<file path="src/rtl/uart_rx.sv">
// 8N1 serial receiver, LSB first: synchronises rx, qualifies the start bit, samples mid-bit.
// Define UART_RX_PARITY_EN for 8E1 framing with a parity_err strobe alongside valid.
module uart_rx #(
    parameter int CLKS_PER_BIT = 5208
) (
    input  logic       clk,
    input  logic       rst,
    input  logic       rx,
    output logic [7:0] data,
    output logic       valid,
    output logic       frame_err,
    output logic       busy
`ifdef UART_RX_PARITY_EN
    ,
    output logic       parity_err
`endif
);

    localparam int            CW      = $clog2(CLKS_PER_BIT);
    localparam logic [CW-1:0] LAST    = CW'(CLKS_PER_BIT - 1);
    localparam logic [CW-1:0] HALF_M1 = CW'(CLKS_PER_BIT / 2 - 1);

    typedef enum logic [2:0] {
        S_IDLE      = 3'd0,
        S_START     = 3'd1,
        S_DATA      = 3'd2,
        S_PARITY    = 3'd3,
        S_STOP      = 3'd4,
        S_WAIT_HIGH = 3'd5
    } state_t;

    state_t        state_q, state_d;
    logic          sync1_q, rx_s_q;
    logic [CW-1:0] cnt_q, cnt_d;
    logic [2:0]    idx_q, idx_d;
    logic [7:0]    sh_q, sh_d;
    logic [7:0]    data_q, data_d;
    logic          valid_q, valid_d;
    logic          frame_err_q, frame_err_d;
`ifdef UART_RX_PARITY_EN
    logic          par_q, par_d;
    logic          parity_err_q, parity_err_d;
`endif

    logic at_mid;
    logic at_half;

    assign at_mid  = (cnt_q == LAST);
    assign at_half = (cnt_q == HALF_M1);

    // Synchroniser resets to the idle-high level so reset never fakes a start bit
    always_ff @(posedge clk or posedge rst) begin
        if (rst) begin
            sync1_q <= 1'b1;
            rx_s_q  <= 1'b1;
        end else begin
            sync1_q <= rx;
            rx_s_q  <= sync1_q;
        end
    end

    always_ff @(posedge clk or posedge rst) begin
        if (rst) begin
            state_q      <= S_IDLE;
            cnt_q        <= '0;
            idx_q        <= '0;
            sh_q         <= '0;
            data_q       <= '0;
            valid_q      <= 1'b0;
            frame_err_q  <= 1'b0;
`ifdef UART_RX_PARITY_EN
            par_q        <= 1'b0;
            parity_err_q <= 1'b0;
`endif
        end else begin
            state_q      <= state_d;
            cnt_q        <= cnt_d;
            idx_q        <= idx_d;
            sh_q         <= sh_d;
            data_q       <= data_d;
            valid_q      <= valid_d;
            frame_err_q  <= frame_err_d;
`ifdef UART_RX_PARITY_EN
            par_q        <= par_d;
            parity_err_q <= parity_err_d;
`endif
        end
    end

    always_comb begin
        state_d = state_q;
        case (state_q)
            S_IDLE: begin
                if (!rx_s_q) state_d = S_START;
            end
            S_START: begin
                if (at_half) state_d = rx_s_q ? S_IDLE : S_DATA;
            end
            S_DATA: begin
                if (at_mid && idx_q == 3'd7) begin
`ifdef UART_RX_PARITY_EN
                    state_d = S_PARITY;
`else
                    state_d = S_STOP;
`endif
                end
            end
            S_PARITY: begin
                if (at_mid) state_d = S_STOP;
            end
            S_STOP: begin
                if (at_mid) state_d = rx_s_q ? S_IDLE : S_WAIT_HIGH;
            end
            S_WAIT_HIGH: begin
                // A held-low line (break) must not be decoded as a stream of zero bytes
                if (rx_s_q) state_d = S_IDLE;
            end
            default: state_d = S_IDLE;
        endcase
    end

    always_comb begin
        cnt_d        = cnt_q;
        idx_d        = idx_q;
        sh_d         = sh_q;
        data_d       = data_q;
        valid_d      = 1'b0;
        frame_err_d  = 1'b0;
`ifdef UART_RX_PARITY_EN
        par_d        = par_q;
        parity_err_d = 1'b0;
`endif
        case (state_q)
            S_IDLE: begin
                cnt_d = '0;
            end
            S_START: begin
                if (at_half) begin
                    cnt_d = '0;
                    idx_d = '0;
                end else begin
                    cnt_d = cnt_q + CW'(1);
                end
            end
            S_DATA: begin
                if (at_mid) begin
                    cnt_d = '0;
                    sh_d  = {rx_s_q, sh_q[7:1]};
                    idx_d = idx_q + 3'd1;
                end else begin
                    cnt_d = cnt_q + CW'(1);
                end
            end
            S_PARITY: begin
                if (at_mid) begin
                    cnt_d = '0;
`ifdef UART_RX_PARITY_EN
                    par_d = rx_s_q;
`endif
                end else begin
                    cnt_d = cnt_q + CW'(1);
                end
            end
            S_STOP: begin
                if (at_mid) begin
                    cnt_d = '0;
                    if (rx_s_q) begin
                        data_d       = sh_q;
                        valid_d      = 1'b1;
`ifdef UART_RX_PARITY_EN
                        parity_err_d = (^sh_q) ^ par_q;
`endif
                    end else begin
                        frame_err_d  = 1'b1;
                    end
                end else begin
                    cnt_d = cnt_q + CW'(1);
                end
            end
            S_WAIT_HIGH: begin
                cnt_d = '0;
            end
            default: begin
                cnt_d = '0;
            end
        endcase
    end

    always_comb begin
        busy       = (state_q != S_IDLE);
        data       = data_q;
        valid      = valid_q;
        frame_err  = frame_err_q;
`ifdef UART_RX_PARITY_EN
        parity_err = parity_err_q;
`endif
    end

endmodule

</file>
<file path="config.mk">
export PLATFORM = sky130hd
export DESIGN_NAME = uart_rx
export DESIGN_NICKNAME = d
export VERILOG_FILES = /design/src/rtl/uart_rx.sv
export SDC_FILE = /design/constraint.sdc
export NUM_CORES = 1
export LEC_CHECK = 0
export CORE_ASPECT_RATIO = 1.2
export CORE_MARGIN = 5
export CORE_UTILIZATION = 40
export DETAILED_ROUTE_END_ITERATION = 16
export PLACE_DENSITY_LB_ADDON = 0.08
export SKIP_CTS_REPAIR_TIMING = 1
export SYNTH_ARGS = -nofsm -noshare
export SYNTH_HDL_FRONTEND = slang
export SYNTH_SLANG_ARGS = --single-unit
</file>
<file path="constraint.sdc">
create_clock -name clk -period 2.66 [get_ports clk]
set_input_delay 0.532 -clock clk [delete_from_list [all_inputs] [get_ports clk]]
set_output_delay 0.532 -clock clk [all_outputs]
set_load 0.02 [all_outputs]
</file>
==> impl_metrics.env <==
export IMPL_status="finished clean"
export IMPL_wl_um=3268
export IMPL_ant_nets=0
export IMPL_routed_via_density=5.177
export IMPL_r2r_start="cnt_q[5]$_DFF_PP0_"
export IMPL_maxSlewHeadroom_pct=68.17
export IMPL_ios=14
export IMPL_grt_use_met1_pct=12.82
export IMPL_final_cells=220
export IMPL_root_buffer="clkbuf_8"
export IMPL_clk_pin_slew_ps=80
export IMPL_antenna_found_initial=0
export IMPL_grt_busiest_layer="met2"
export IMPL_layout_min_cycle_time_ps=2385
export IMPL_rsz0062_at_grt="no"
export IMPL_multiInputGateArea_sq_um=774.5
export IMPL_final_nets=169
export IMPL_dr_pass1_iters=4
export IMPL_max_vdd_ir_drop_v=0.0002569
export IMPL_min_from="sync1_q$_DFF_PP1_"
export IMPL_rows=26
export IMPL_grt_pass1_wl_um=5506
export IMPL_grt_met2_usage_pct=20.74
export IMPL_yosysSeqAreaShare_pct=54.46
export IMPL_grt_max_degree=40
export IMPL_die_h_um=83.42
export IMPL_final_common_cell="dfrtp_1"
export IMPL_post_route_period_util_pct=89.65
export IMPL_grt_pass1_vias=1180
export IMPL_synth_cells=145
export IMPL_grt_ovfl_total=0
export IMPL_cp_num_buf_inv=1
export IMPL_track_usage_pct=11.54
export IMPL_placed_area_sq_um=1991
export IMPL_ff_latch_area_sq_um=978.4
export IMPL_synth_top_cell_area_share_pct=51.53
export IMPL_clk_latency_ps=290
export IMPL_synthTopCellsByArea="dfrtp_1, mux2_4, mux2_2, nor2_1, dfstp_2"
export IMPL_finClkSkew_ps=8.134
export IMPL_p_per_area_nw_per_um2=524.6
export IMPL_cp_slowest_cell="or4_4"
export IMPL_fmax_ghz=0.4194
export IMPL_start_util_pct=41.84
export IMPL_nFillCells=405
export IMPL_synth_fp_nets=151
export IMPL_drc=0
export IMPL_ys_ff_latch=39
export IMPL_endpoint_kind="register"
export IMPL_clockBufferDepth=2
export IMPL_layout_drive_gt1_share_pct=21.95
export IMPL_startpoint_type="register"
export IMPL_crit_chain="or4_4 > nor3_4 > nor3b_4 > buf_4 > mux2_2"
export IMPL_core_sq_um=4294
export IMPL_syn2layout_area_growth_pct=17.06
export IMPL_cts_buffers_inserted=5
export IMPL_setup_worst_path_class="reg2reg"
export IMPL_crit_required_ps=2830
export IMPL_wl_per_cell_um=14.85
export IMPL_place_gp_congestion=0.7977
export IMPL_cts_tree="built"
export IMPL_finalSetupViolCount=0
export IMPL_ys_types=37
export IMPL_synth_largest_area_cell="dfrtp_1"
export IMPL_cp_arrival_ps=2560
export IMPL_cpLargestDelayFamily="simple AND/OR/NAND/NOR gates"
export IMPL_num_antenna_cells=0
export IMPL_design_area_sq_um=2103
export IMPL_drt_first_iter_violations=31
export IMPL_pre_cts_slack_ps=298.1
export IMPL_drv_slew=0
export IMPL_critPathMaxFanout=8
export IMPL_yosysWarnings=0
export IMPL_die_w_um=71.18
export IMPL_num_vias=1139
export IMPL_tns_ps=0
export IMPL_holdPathEnd="rx_s_q$_DFF_PP1_"
export IMPL_finalPower_w=0.001103
export IMPL_p_leak_nw=0.9960
export IMPL_r2r_setup_slack_ps=280
export IMPL_cap_viol_max_count=0
export IMPL_hold_violations=0
export IMPL_grtUsageMet3_pct=2.657
export IMPL_port_buffers=13
export IMPL_dieArea_sq_um=5937
export IMPL_cts_sinks=39
export IMPL_final_cell_mix="dfrtp_1, nor2_1, clkdlybuf4s50_1, mux2_2, nand3_1"
export IMPL_netlist_area_sq_um=1797
export IMPL_place_hpwl_um=2293
export IMPL_whs_path_depth=0
export IMPL_setup_ws_ps=275.4
export IMPL_postSynthAreaPerCell_sq_um=12.39
export IMPL_min_path_type="reg2reg"
export IMPL_worst_slew_pin_slew_ps=477.4
export IMPL_htree_levels=2
export IMPL_cpPeakStageDelay_ps=570
export IMPL_timing_rr_end="sh_q[7]$_DFFE_PP0P_"
export IMPL_ff2ff_path_depth=5
export IMPL_dp_cells=212
## worst reg2reg max path, cell delays in order (launching register included)
cell and delay [ps]:
dfrtp_1 440, or4_4 570, nor3_4 340, nor3b_4 330, buf_4 260, mux2_2 350
## area by class of cell
type                            instances  area share (%)
Sequential cell                        39           46.52
Tap cell                               56           3.331
Clock inverter                          3           2.082
Multi-Input combinational cell         97           36.82
Inverter                                4          0.7139
Clock buffer                            5           3.272
Timing Repair Buffer                   16           7.258
## routing by layer
layer  routed length, um  share of wire [%]
met1                1348                 41
met2                1783                 55
met3                  99                3.0
met4                  37                1.1
met5                   0                  0
## sequential cells by signal, indices dropped and copies added, names as in the netlist
name       flops
state_q        3
idx_q          3
sync1_q        1
sh_q           8
frame_err      1
rx_s_q         1
data           8
cnt_q         13
valid          1
## worst max path at each step
| stage | startpoint | end | slack [ps] | cells after the start |
|---|---|---|---|---|
| 2_1_floorplan | cnt_q[5]$_DFF_PP0_ | sh_q[0]$_DFFE_PP0P_ | 550 | 5 |
| 3_3_place_gp | cnt_q[5]$_DFF_PP0_ | sh_q[7]$_DFFE_PP0P_ | 370 | 5 |
| 3_5_place_dp | cnt_q[5]$_DFF_PP0_ | sh_q[7]$_DFFE_PP0P_ | 300 | 5 |
| 4_1_cts | cnt_q[5]$_DFF_PP0_ | sh_q[7]$_DFFE_PP0P_ | 270 | 5 |
| 5_1_grt | cnt_q[5]$_DFF_PP0_ | sh_q[7]$_DFFE_PP0P_ | 160 | 5 |
| 6_report | cnt_q[5]$_DFF_PP0_ | sh_q[7]$_DFFE_PP0P_ | 280 | 5 |
## report_power, final
group          switching [W]  internal [W]
sequential        0.00000221      0.000595
combinational      0.0000112    0.00000390
clock               0.000212      0.000279
## metrics by stage
stage | hold WS, ps | util (%)
after floorplan | 345.2 | -
after global placement | 346.2 | 46.36
after detailed placement | 353.4 | 46.36
after CTS | 365.3 | 48.98
after global routing | 368.2 | 48.98
final | 361.5 | 48.98
## cell families (layout without fill, tap and decap cells)
family | Yosys count | after routing | share of synthesized area, %
mux | 19 | 19 | 13.51
fa+ha+maj | 3 | 3 | 2.089
flops | 39 | 39 | 54.46
compound gates | 12 | 12 | 4.875
xor+xnor | 11 | 11 | 5.362
simple gates | 52 | 52 | 17.27
buf+inv | 9 | 28 | 2.437
## synthesized netlist by cell type (all sizes together)
| master | count |
|---|---|
| a211o | 1 |
| a21o | 1 |
| a21oi | 3 |
| a22o | 2 |
| and2 | 1 |
| buf | 3 |
| clkbuf | 2 |
| dfrtp | 37 |
| dfstp | 2 |
| ha | 3 |
| inv | 4 |
| mux2 | 18 |
| mux2i | 1 |
| nand2 | 4 |
| nand3 | 9 |
| nand3b | 2 |
| nand4 | 4 |
| nand4b | 2 |
| nor2 | 18 |
| nor2b | 1 |
| nor3 | 3 |
| nor3b | 3 |
| nor4b | 1 |
| nor4bb | 2 |
| o2111a | 1 |
| o21ai | 2 |
| o21bai | 1 |
| o31a | 1 |
| or3 | 1 |
| or4 | 1 |
| xnor2 | 5 |
| xor2 | 6 |
Note: power is estimated with default switching activity, not from simulation.
